<file path="config.mk">
export PLATFORM = sky130hd
export DESIGN_NAME = nn_argmax_reader
export DESIGN_NICKNAME = d
export VERILOG_FILES = /design/src/rtl/nn_argmax_reader.sv
export SDC_FILE = /design/constraint.sdc
export NUM_CORES = 1
export LEC_CHECK = 0
export CAP_MARGIN = 0
export CORE_ASPECT_RATIO = 1.4
export CORE_MARGIN = 2
export CORE_UTILIZATION = 48
export CTS_CLUSTER_DIAMETER = 50
export CTS_CLUSTER_SIZE = 28
export DETAILED_ROUTE_END_ITERATION = 7
export GPL_TIMING_DRIVEN = 0
export PLACE_DENSITY = 0.9
export SLEW_MARGIN = 5
export SYNTH_ARGS = -nofsm -noshare
export SYNTH_HDL_FRONTEND = slang
export SYNTH_SLANG_ARGS = --single-unit
export TNS_END_PERCENT = 100
</file>
<file path="constraint.sdc">
create_clock -name i_clk -period 3.2 [get_ports i_clk]
set_input_delay 0.64 -clock i_clk [delete_from_list [all_inputs] [get_ports i_clk]]
set_output_delay 0.64 -clock i_clk [all_outputs]
set_load 0.005 [all_outputs]
</file>
<file path="src/rtl/nn_argmax_reader.sv">
// nn_argmax_reader
// Sweeps the NN core's output layer after each completion edge and reports the
// signed argmax (class index + peak activation) on a valid/ready handshake.
//
// Ports:
//   i_clk, i_rst          clock, synchronous active-high reset
//   i_nn_finish           core completion flag, rising edge starts a sweep
//   o_opm_base            read base into core data RAM (constant OUT_BASE)
//   o_opm_offset          read offset, one new neuron per cycle while issuing
//   i_opm_dout            read data, valid RD_LAT cycles after the offset
//   o_res_valid           result available
//   i_res_ready           consumer accepts the result
//   o_res_class           index of the maximum neuron
//   o_res_max             value of the maximum neuron
//   o_busy                sweep in progress or result not yet accepted
//   o_overrun             sticky, completion edge seen while busy
//   i_clr_overrun         clears o_overrun (a coincident new event wins)
//
// state   | meaning
// --------+-------------------------------------------------------------
// S_IDLE  | waiting for a completion edge
// S_ISSUE | presenting offsets 0..O_NUM-1, one per cycle
// S_DRAIN | waiting for the last in-flight reads to return
// S_DONE  | result presented, held until accepted

module nn_argmax_reader #(
  parameter int D_LEN     = 16,
  parameter int DA_AWIDTH = 10,
  parameter int OFS_WIDTH = 8,
  parameter int O_NUM     = 10,
  parameter int IDX_W     = 4,
  parameter int OUT_BASE  = 0,
  parameter int RD_LAT    = 2
) (
  input  logic                 i_clk,
  input  logic                 i_rst,
  input  logic                 i_nn_finish,
  output logic [DA_AWIDTH-1:0] o_opm_base,
  output logic [OFS_WIDTH-1:0] o_opm_offset,
  input  logic [D_LEN-1:0]     i_opm_dout,
  output logic                 o_res_valid,
  input  logic                 i_res_ready,
  output logic [IDX_W-1:0]     o_res_class,
  output logic [D_LEN-1:0]     o_res_max,
  output logic                 o_busy,
  output logic                 o_overrun,
  input  logic                 i_clr_overrun
);

  localparam logic [OFS_WIDTH-1:0] LAST_OFS = OFS_WIDTH'(O_NUM - 1);

  typedef enum logic [1:0] {
    S_IDLE  = 2'd0,
    S_ISSUE = 2'd1,
    S_DRAIN = 2'd2,
    S_DONE  = 2'd3
  } state_t;

  state_t r_state;
  state_t w_state_nxt;

  logic                 r_fin_prev;
  logic                 r_start;
  logic [OFS_WIDTH-1:0] r_offset;
  logic [RD_LAT-1:0]    r_vld;
  logic [IDX_W-1:0]     r_tag [RD_LAT];
  logic [IDX_W-1:0]     r_class;
  logic [D_LEN-1:0]     r_max;
  logic                 r_overrun;

  logic                 w_push;
  logic [RD_LAT-1:0]    w_vld_rest;
  logic                 w_drain_done;
  logic                 w_ret;
  logic [IDX_W-1:0]     w_ret_tag;
  logic                 w_better;

  // Everything except the oldest stage; once that is empty the read returning
  // this cycle is the last one, so DONE and the final max update share an edge.
  assign w_vld_rest   = r_vld << 1;
  assign w_drain_done = (w_vld_rest == '0);

  assign w_ret     = r_vld[RD_LAT-1];
  assign w_ret_tag = r_tag[RD_LAT-1];
  assign w_better  = $signed(i_opm_dout) > $signed(r_max);

  // Completion edge detector, registered.
  always_ff @(posedge i_clk) begin
    if (i_rst) begin
      r_fin_prev <= 1'b0;
      r_start    <= 1'b0;
    end else begin
      r_fin_prev <= i_nn_finish;
      r_start    <= i_nn_finish & ~r_fin_prev;
    end
  end

  always_ff @(posedge i_clk) begin
    if (i_rst) begin
      r_state <= S_IDLE;
    end else begin
      r_state <= w_state_nxt;
    end
  end

  always_comb begin
    w_state_nxt = r_state;
    w_push      = 1'b0;
    case (r_state)
      S_IDLE: begin
        if (r_start) w_state_nxt = S_ISSUE;
      end
      S_ISSUE: begin
        w_push = 1'b1;
        if (r_offset == LAST_OFS) w_state_nxt = S_DRAIN;
      end
      S_DRAIN: begin
        if (w_drain_done) w_state_nxt = S_DONE;
      end
      S_DONE: begin
        if (i_res_ready) w_state_nxt = S_IDLE;
      end
      default: w_state_nxt = S_IDLE;
    endcase
  end

  // Issue counter doubles as the offset register; it holds outside ISSUE.
  always_ff @(posedge i_clk) begin
    if (i_rst) begin
      r_offset <= '0;
    end else if (r_state == S_IDLE && r_start) begin
      r_offset <= '0;
    end else if (r_state == S_ISSUE && r_offset != LAST_OFS) begin
      r_offset <= r_offset + 1'b1;
    end
  end

  // Read-return tracker: one valid bit and index tag per outstanding read.
  always_ff @(posedge i_clk) begin
    if (i_rst) begin
      r_vld <= '0;
      for (int i = 0; i < RD_LAT; i++) r_tag[i] <= '0;
    end else begin
      r_vld[0] <= w_push;
      r_tag[0] <= IDX_W'(r_offset);
      for (int i = 1; i < RD_LAT; i++) begin
        r_vld[i] <= r_vld[i-1];
        r_tag[i] <= r_tag[i-1];
      end
    end
  end

  // Running argmax; strict compare keeps the lowest index on ties.
  always_ff @(posedge i_clk) begin
    if (i_rst) begin
      r_class <= '0;
      r_max   <= '0;
    end else if (w_ret && (w_ret_tag == '0 || w_better)) begin
      r_class <= w_ret_tag;
      r_max   <= i_opm_dout;
    end
  end

  always_ff @(posedge i_clk) begin
    if (i_rst) begin
      r_overrun <= 1'b0;
    end else if (r_start && r_state != S_IDLE) begin
      r_overrun <= 1'b1;
    end else if (i_clr_overrun) begin
      r_overrun <= 1'b0;
    end
  end

  assign o_opm_base   = DA_AWIDTH'(OUT_BASE);
  assign o_opm_offset = r_offset;
  assign o_res_valid  = (r_state == S_DONE);
  assign o_res_class  = r_class;
  assign o_res_max    = r_max;
  assign o_busy       = (r_state != S_IDLE);
  assign o_overrun    = r_overrun;

endmodule

</file>
==> results of run 1 <==
-- Yosys cell counts --
cell type	instances	area (um2)
dfxtp_1	43	861
inv_1	24	90.1
ha_1	22	275
a21oi_1	21	105
nor2_1	17	63.8
o21ai_0	17	85.1
or3_1	15	93.8
nor2b_1	11	68.8
buf_4	10	75.1
nand2b_1	9	56.3
clkbuf_1	7	26.3
nand4_1	6	37.5
mux2i_1	5	50.1
nand2_1	5	18.8
xor2_1	5	43.8
nand3_1	4	20.0
a211oi_1	3	22.5
and3_1	2	12.5
buf_6	2	22.5
xnor2_1	2	17.5
a2111oi_1	1	10.0
a21o_1	1	7.51
a221o_1	1	10.0
a22o_4	1	17.5
a22oi_1	1	7.51
a31oi_1	1	6.26
and4_1	1	8.76
buf_1	1	3.75
conb_1	1	3.75
nand3b_1	1	7.51
nor2_4	1	11.3
nor4_1	1	6.26
nor4b_1	1	8.76
o221ai_1	1	8.76
o22ai_1	1	6.26
o31ai_1	1	7.51
or4_4	1	11.3
or4b_1	1	10.0
-- metal layers --
metal / up-vias / GRT usage [%] / share of wire (%)
li1: 962 / - / -
met1: 932 / 22.1 / 40
met2: 53 / 34.6 / 54
met3: 9 / 3.88 / 4.1
met4: 0 / 7.91 / 2.1
met5: - / 0 / 0
-- registers in the layout (all words and copies together), names as in the netlist --
register,cells
r_vld,2
r_tag,8
o_res_class,4
r_fin_prev,1
o_res_max,16
r_start,1
o_overrun,1
r_state,2
o_opm_offset,8
-- path summary, 6_finish.rpt --
kind	from	cells after the start	slack (ns)	end
worst min register to register	r_fin_prev	1	0.39	r_start
worst max-delay path	i_opm_dout[15]	9	0.14	o_res_max[14]
worst min-delay path	r_fin_prev	1	0.39	r_start
worst max register to register	o_res_max[15]	9	0.52	o_res_max[14]
-- area by class of cell --
class | count | share of cell area [%]
plain buffers | 20 | 4.34
clock buffers | 6 | 2.81
clock inverters | 2 | 1.19
inverters | 24 | 3.07
multi-input cells | 170 | 39.3
flip-flops and latches | 43 | 29.3
well taps | 62 | 2.64
repair buffers | 51 | 17.4
-- logic make-up after synthesis --
family          after synthesis  share of synthesized area, %
compound gates               50                          13.4
xor+xnor                      7                          2.79
fa+ha+maj                    22                          12.5
buf+inv                      44                          9.90
flops                        43                          39.2
mux                           5                          2.28
other cells                   1                         0.171
simple gates                 76                          19.8
-- worst register-to-register path: stages (launching register included) --
cell	delay, ns
dfxtp_1	0.34
inv_1	0.06
ha_1	0.35
nand4_1	0.19
or4_4	0.59
nand3b_1	0.12
o22ai_1	0.15
clkbuf_1	0.28
or3_1	0.40
a21oi_1	0.14
-- power by group --
| part | total (mW) | internal (mW) | switching, mW |
|---|---|---|---|
| Sequential | 0.639 | 0.594 | 0.0455 |
| Clock | 0.439 | 0.252 | 0.186 |
| Combinational | 0.471 | 0.246 | 0.225 |
-- per-stage QoR --
step	instances	utilization (%)	TNS, ns	hold WS (ns)	setup slack (ns)
5_1_grt	378	65.8	0	0.411	0.0119
3_5_place_dp	370	63.2	-1.67	0.381	-0.125
4_1_cts	378	65.8	0	0.392	0.153
2_1_floorplan	257	-	0	0.367	0.526
3_3_place_gp	370	63.2	-0.893	0.373	-0.0802
6_report	378	65.8	0	0.388	0.141
==> run metrics, run 1 <==
CP Capture Type=flip-flop; Initial Util=49.3%; Critical Path Fanout Max=10; clock buffer depth=2; GP Congestion=0.840; final worst path period share=95.6%; commonest non-fill, non-tap cell in the layout=clkdlybuf4s50_1; Post-Syn Area=0.00220 mm2; Resize count post-CTS=0; leak pwr=1.15 nW; CTS root buffer=clkbuf_8; footprint of the multi-input gates=0.00115 mm2; detailed-route via count=1956; Clk pin slew, worst setup/hold paths=0.08 ns; first-pass GRT wire length=7820 um; CTS Buf Count=5; Max-Slew Margin vs Limit=55.5%; total wire length=4850 um; Crit Path Class=in -> reg; most frequent cells in the layout=clkdlybuf4s50_1, dfxtp_1, inv_1, ha_1, a21oi_1; CP Launch Type=primary input; status=finished, final reports clean; DRT Pass-1 Iters=4; final setup violating endpoints=0; critical path cell sequence=clkdlybuf4s50_1 > ha_1 > nand4_1 > or4_4 > nand3b_1 > o22ai_1 > clkbuf_1 > or3_1 > a21oi_1; FILL cells=384; achievable frequency=327 MHz; Max stage delay on crit path=0.59 ns; post-detailed-route wirelength per cell=12.8 um; skew final=0.00939 ns; RSZ-0062 raised after global routing=false; placed inst area=0.00282 mm2; CTS Hold Bufs=0; Hold Violations, Final=0; vias in the first global route=1835; total power=1.55 mW; nets@finish=358; pin count of the biggest net entering global routing=14; Worst Path Buf+Inv=2; gr ovfl total=0; H-tree depth=2; Std-Cell Rows=29; die span in x=61.2 um; Ports=62; Crit path max-delay family=simple AND/OR/NAND/NOR gates; WP data required=3.43 ns; area grow syn2layout=33.6%; Slew Viols, Final=0; Tmin final=3.06 ns; core area=0.00446 mm2; antenna cells=0; die height=84.1 um; Hold WC Path Type=reg -> reg; YS warnings=0; Final HPWL DP=3690 um; CTS tree=done; I/O Buffers=51; register area=861 um2; syn avg cell area=8.86 um2; # DRC=0; CP arrival=3.29 ns; Finished Cell Area=0.00294 mm2; die area=0.00514 mm2; layout cells sized above 1=7.28%; All-Layer GR Usage=19.7%; critical path's slowest cell=or4_4; initial antenna violation count=0; Routed Antenna Nets=0; Pwr Density=527 mW/mm2; worst skew pair latency=0.30 ns; postcts setup bufs=0; Seq cells post-synth=43; Worst Tran Pin Value=0.666 ns; sequential share of the synthesized area=39.2%; VDD IR max=0.336 mV; detailed-route vias per instance=5.17; Mapped Cells=248; Distinct cells, synth=38; initial drt markers=58; CTS sink cnt=43; reported max-cap violation count=0
(Power assumes the default switching activity.)
==> inputs of run 2 (changes only) <==
Settings changed: CORE_MARGIN 2 to not set, CTS_BUF_LIST set to sky130_fd_sc_hd__clkbuf_4 sky130_fd_sc_hd__clkbuf_8 sky130_fd_sc_hd__clkbuf_16.
==> run metrics, run 2 (synthesis results as in run 1) <==
footprint of the multi-input gates=0.00115 mm2 (unchanged); All-Layer GR Usage=21.2% (+1.5 points); status=finished, final reports clean; placed inst area=0.00282 mm2 (about the same); Comb power frac=28.7% (-1.7 points); leak pwr=1.16 nW (+0.66%); CP arrival=3.21 ns (-0.08 ns); detailed-route via count=1892 (-3.3%); Max-Slew Margin vs Limit=54.7% (-0.85 points); Hold Violations, Final=0 (unchanged); Sw Share=28.1% (-1.4 points); Routed Antenna Nets=0 (unchanged); vias in the first global route=1843 (+0.44%); Pwr Density=546 mW/mm2 (+3.5%); GP Congestion=0.882 (+5.0%); core area=0.00431 mm2 (-3.4%); VDD IR max=0.351 mV (+4.5%); Slew Viols, Final=0 (unchanged); postcts setup bufs=0 (unchanged); Psw=0.452 mW (-0.91%); Crit Path Class=in -> reg; antenna cells=0 (unchanged); commonest non-fill, non-tap cell in the layout=clkdlybuf4s50_1; gr ovfl total=0 (unchanged); CTS Buf Count=5 (unchanged); slack of the critical path=0.155 ns (+0.0146 ns); CP Launch Type=primary input; DRT Pass-1 Iters=4 (unchanged); post-detailed-route wirelength per cell=12.6 um (-1.8%); final setup violating endpoints=0 (unchanged); final worst path period share=95.1% (-0.46 points); Setup WS pre-CTS=-0.132 ns (-0.00659 ns); reg-to-reg critical path endpoint=o_res_max[14]; Int Power=1.16 mW (+6.1%); Hold WC Path Type=reg -> reg; I/O Buffers=51 (unchanged); achievable frequency=328 MHz (+0.48%); RSZ-0062 raised after global routing=false; H-tree depth=2 (unchanged); hold depth=1 (unchanged); skew final=0.00701 ns (-0.00238 ns); Initial Util=51.0% (+1.8 points); CTS Hold Bufs=0 (unchanged); reg2reg start=o_res_max[15]; pin count of the biggest net entering global routing=14 (unchanged); reported max-cap violation count=0 (unchanged); CTS sink cnt=43 (unchanged); FF-to-FF path depth=9 (unchanged); layout cells sized above 1=7.28% (unchanged); total wire length=4740 um (-2.3%); total power=1.61 mW (+4.0%); Resize count post-CTS=0 (unchanged); Clk pin slew, worst setup/hold paths=0.08 ns (about the same); CP Capture Type=flip-flop; die height=82.1 um (-2.4%); Hold Slack=0.384 ns (-0.00355 ns); Critical Path Source=i_opm_dout[15]; die area=0.00486 mm2 (-5.6%); Critical Path Fanout Max=10 (unchanged); initial antenna violation count=0 (unchanged); Clock power frac=31.6% (+3.3 points); Ports=62 (unchanged); Worst Tran Pin Value=0.679 ns (+0.0127 ns); register area=861 um2 (unchanged); sequential share of power=39.7% (-1.6 points); Final HPWL DP=3570 um (-3.3%); initial drt markers=98 (+69%); nets@finish=358 (unchanged); clock buffer depth=2 (unchanged); Finished Cell Area=0.00295 mm2 (+0.55%); first-pass GRT wire length=7690 um (-1.7%); # DRC=0 (unchanged); final core occ=68.6% (+2.7 points); CTS tree=done; Tmin final=3.04 ns (-0.0146 ns); die span in x=59.2 um (-3.3%); most frequent cells in the layout=clkdlybuf4s50_1, dfxtp_1, inv_1, ha_1, a21oi_1; worst skew pair latency=0.30 ns (about the same); crit path to=o_res_max[14]; max FFs per register=16 (unchanged); WP data required=3.37 ns (-0.06 ns); Std-Cell Rows=28 (-3.4%); FILL cells=371 (-3.4%); detailed-route vias per instance=5.03 (-2.8%); Reg2Reg Setup Slack=0.51 ns (about the same); area grow syn2layout=34.4%; CTS root buffer=clkbuf_8
-- run 2: cell types whose count changed in the layout (fill, tap and decap cells not counted), sizes merged --
cell,delta
bufinv,+1
clkinv,-1
-- run 2: cell type report --
class	count	share of cell area, %
well taps	60	2.54
clock inverters	2	2.03
repair buffers	51	17.3
multi-input cells	170	39.1
flip-flops and latches	43	29.1
inverters	24	3.05
plain buffers	20	4.32
clock buffers	6	2.58
-- run 2: routing by layer --
layer  GRT usage, %  up-vias  wire length [um]
met4           10.2        0                97
met2           40.7       56              2520
li1               -      954                 -
met1           20.8      873              1930
met3           4.57        9               186
met5              0        -                 0
-- run 2: worst min path at each step --
stage | from | endpoint | slack, ns
2_1_floorplan | r_fin_prev | r_start | 0.37
3_3_place_gp | r_fin_prev | r_start | 0.38
4_1_cts | r_fin_prev | r_start | 0.39
3_5_place_dp | r_fin_prev | r_start | 0.38
5_1_grt | r_fin_prev | r_start | 0.42
6_report | r_fin_prev | r_start | 0.38
-- run 2: per-stage QoR --
stage,setup TNS [ns],cells
2_1_floorplan,0,257
3_3_place_gp,-1.16,368
3_5_place_dp,-1.56,368
4_1_cts,0,376
5_1_grt,0,376
6_report,0,376
-- run 2: worst max-delay path, stage by stage --
cell and delay [ns]:
clkdlybuf4s50_1 0.44, ha_1 0.36, nand4_1 0.17, or4_4 0.58
and3_1 0.21, a22o_4 0.25, clkbuf_1 0.21, o21ai_0 0.25
a21oi_1 0.10
-- run 2: power by group through the flow --
stage	Clock [mW]	Combinational (mW)	Sequential (mW)
after CTS	0.514	0.467	0.640
after global placement	0	0.448	0.649
final	0.509	0.463	0.640
after floorplan	0	0.284	0.646
after detailed placement	0	0.462	0.652
after global routing	0.537	0.522	0.648
==> inputs of run 3 (changes only) <==
Settings changed: CORE_UTILIZATION 48 to 45, PLACE_DENSITY 0.9 to 0.86, SETUP_SLACK_MARGIN set to 0.3.
==> run metrics, run 3 (synthesis results as in run 1) <==
status=finished, final reports clean; H-tree depth=2 (unchanged); layout cells sized above 1=12.7% (+5.4 points); WP data required=3.42 ns (+0.05 ns); CTS sink cnt=43 (unchanged); gr ovfl total=0 (unchanged); placed inst area=0.00282 mm2 (about the same); Max stage delay on crit path=0.53 ns (-0.05 ns); total wire length=4950 um (+4.5%); Reg2Reg Setup Slack=0.73 ns (+0.22 ns); Ports=62 (unchanged); CTS root buffer=clkbuf_8; critical path's slowest cell=or4_4; pin count of the biggest net entering global routing=13 (-1); total power=1.55 mW (-3.8%); # DRC=0 (unchanged); Final HPWL DP=3580 um (+0.37%); Crit Path Class=in -> reg; Setup WS pre-CTS=-0.142 ns (-0.0102 ns); hold wc startpoint=r_fin_prev; clock buffer depth=2 (unchanged); achievable frequency=351 MHz (+7.0%); skew final=0.0112 ns (+0.00418 ns); crit path to=o_res_max[11]; core area=0.00461 mm2 (+6.9%); CP arrival=3.07 ns (-0.14 ns); fin cells=378 (+0.53%); nets@finish=359 (+0.28%); Critical Path Source=i_opm_dout[7]; detailed-route vias per instance=5.10 (+1.3%); All-Layer GR Usage=20.0% (-1.1 points); die area=0.00517 mm2 (+6.5%); postcts setup bufs=0 (unchanged); Tmin final=2.85 ns (-0.198 ns); vias in the first global route=1823 (-1.1%); CP Launch Type=primary input; CTS tree=done; Initial Util=47.7% (-3.3 points); Routed Antenna Nets=0 (unchanged); CTS Buf Count=5 (unchanged); max FFs per register=16 (unchanged); worst skew pair latency=0.29 ns (about the same); final setup violating endpoints=0 (unchanged); Crit path max-delay family=simple AND/OR/NAND/NOR gates; detailed-route via count=1927 (+1.8%); post-detailed-route wirelength per cell=13.1 um (+3.9%); GP Congestion=0.804 (-8.8%); first-pass GRT wire length=7880 um (+2.4%); CP Capture Type=flip-flop; RSZ-0062 raised after global routing=false; Std-Cell Rows=29 (+3.6%); final worst path period share=88.9% (-6.2 points); Slew Viols, Final=0 (unchanged); Clk pin slew, worst setup/hold paths=0.08 ns (about the same); Worst Path Buf+Inv=2 (unchanged); DRT Pass-1 Iters=4 (unchanged); leak pwr=1.21 nW (+4.7%); Levels on crit path=9 (unchanged); slack of the critical path=0.354 ns (+0.198 ns); critical path cell sequence=clkdlybuf4s50_1 > ha_4 > nand4_1 > or4_4 > and3_4 > a22o_4 > buf_6 > or3_4 > a21oi_2; VDD IR max=0.423 mV (+21%); reported max-cap violation count=0 (unchanged); Max-Slew Margin vs Limit=54.2% (-0.42 points); die height=84.7 um (+3.2%); FF-to-FF path depth=9 (unchanged); Hold Violations, Final=0 (unchanged); initial antenna violation count=0 (unchanged); area grow syn2layout=38.8%; commonest non-fill, non-tap cell in the layout=clkdlybuf4s50_1; Critical Path Fanout Max=6 (-4); die span in x=61.1 um (+3.2%); Worst Tran Pin Value=0.685 ns (+0.00632 ns); antenna cells=0 (unchanged); I/O Buffers=51 (unchanged); most frequent cells in the layout=clkdlybuf4s50_1, dfxtp_1, inv_1, a21oi_1, nor2_1; reg2reg start=o_res_max[11]; Hold WC Path Type=reg -> reg; Finished Cell Area=0.00305 mm2 (+3.3%); initial drt markers=61 (-38%); reg-to-reg critical path endpoint=o_res_max[11]; placed cell count=370 (+0.54%); Pwr Density=508 mW/mm2 (-6.8%)
[run 3: changes by cell type in the layout (fill, tap and decap cells not counted), sizes merged]
cell | before | now
bufinv | 2 | 1
buf | 13 | 16
dlygate4sd2 | 0 | 3
clkdlybuf4s50 | 51 | 44
dlymetal6s2s | 0 | 4
clkbuf | 13 | 11
[run 3: worst min path at each step]
stage,cells past startpoint,slack (ns),endpoint
2_1_floorplan,1,0.37,r_start
3_3_place_gp,1,0.37,r_start
3_5_place_dp,1,0.38,r_start
4_1_cts,1,0.39,r_start
5_1_grt,1,0.41,r_start
6_report,1,0.38,r_start
[run 3: metrics by stage]
stage | setup TNS (ns) | hold slack, ns | utilization (%)
floorplan | 0 | 0.367 | -
global placement | -1.18 | 0.374 | 61.2
detailed placement | -1.89 | 0.378 | 61.2
CTS | 0 | 0.389 | 64.3
global route | 0 | 0.411 | 66.2
finish | 0 | 0.385 | 66.2
[run 3: what timing repair did]
| item | 4_1_cts | 5_1_grt |
|---|---|---|
| cloned | 0 | 1 |
| setup endpoints to repair | 20 | 16 |
| gates resized for setup | 9 | 23 |
| pin swaps | 4 | 11 |
| hold buffers | 0 | 0 |
[run 3: cell type report]
class,instances,area (um2)
sequential,43,861
clock inverter,1,30.0
multi-input combinational,170,1260
fill,395,1560
buffer,20,133
clock buffer,6,76.3
tap,62,77.6
timing repair buffer,52,522
inverter,24,90.1
[run 3: layer usage]
metal	wire [um]	GRT usage [%]	vias up
met5	0	0	-
met2	2720	35.7	58
met4	86	8.06	0
li1	-	-	959
met3	223	5.24	12
met1	1920	21.4	898
[run 3: worst reg2reg max path: cells and delay by family, from the launching register on]
kind | cells | cell delay (ns)
and+or+nand+nor | 4 | 1.19
AOI/OAI and AO/OA | 2 | 0.39
DFF | 1 | 0.33
adders and majority gates | 1 | 0.28
buffers and inverters | 2 | 0.21
[run 3: power by group]
| group | switching, mW | internal [mW] | leakage, nW |
|---|---|---|---|
| sequential | 0.0451 | 0.594 | 0.349 |
| clock | 0.179 | 0.237 | 0.0547 |
| combinational | 0.234 | 0.262 | 0.811 |
| total | 0.458 | 1.09 | 1.21 |
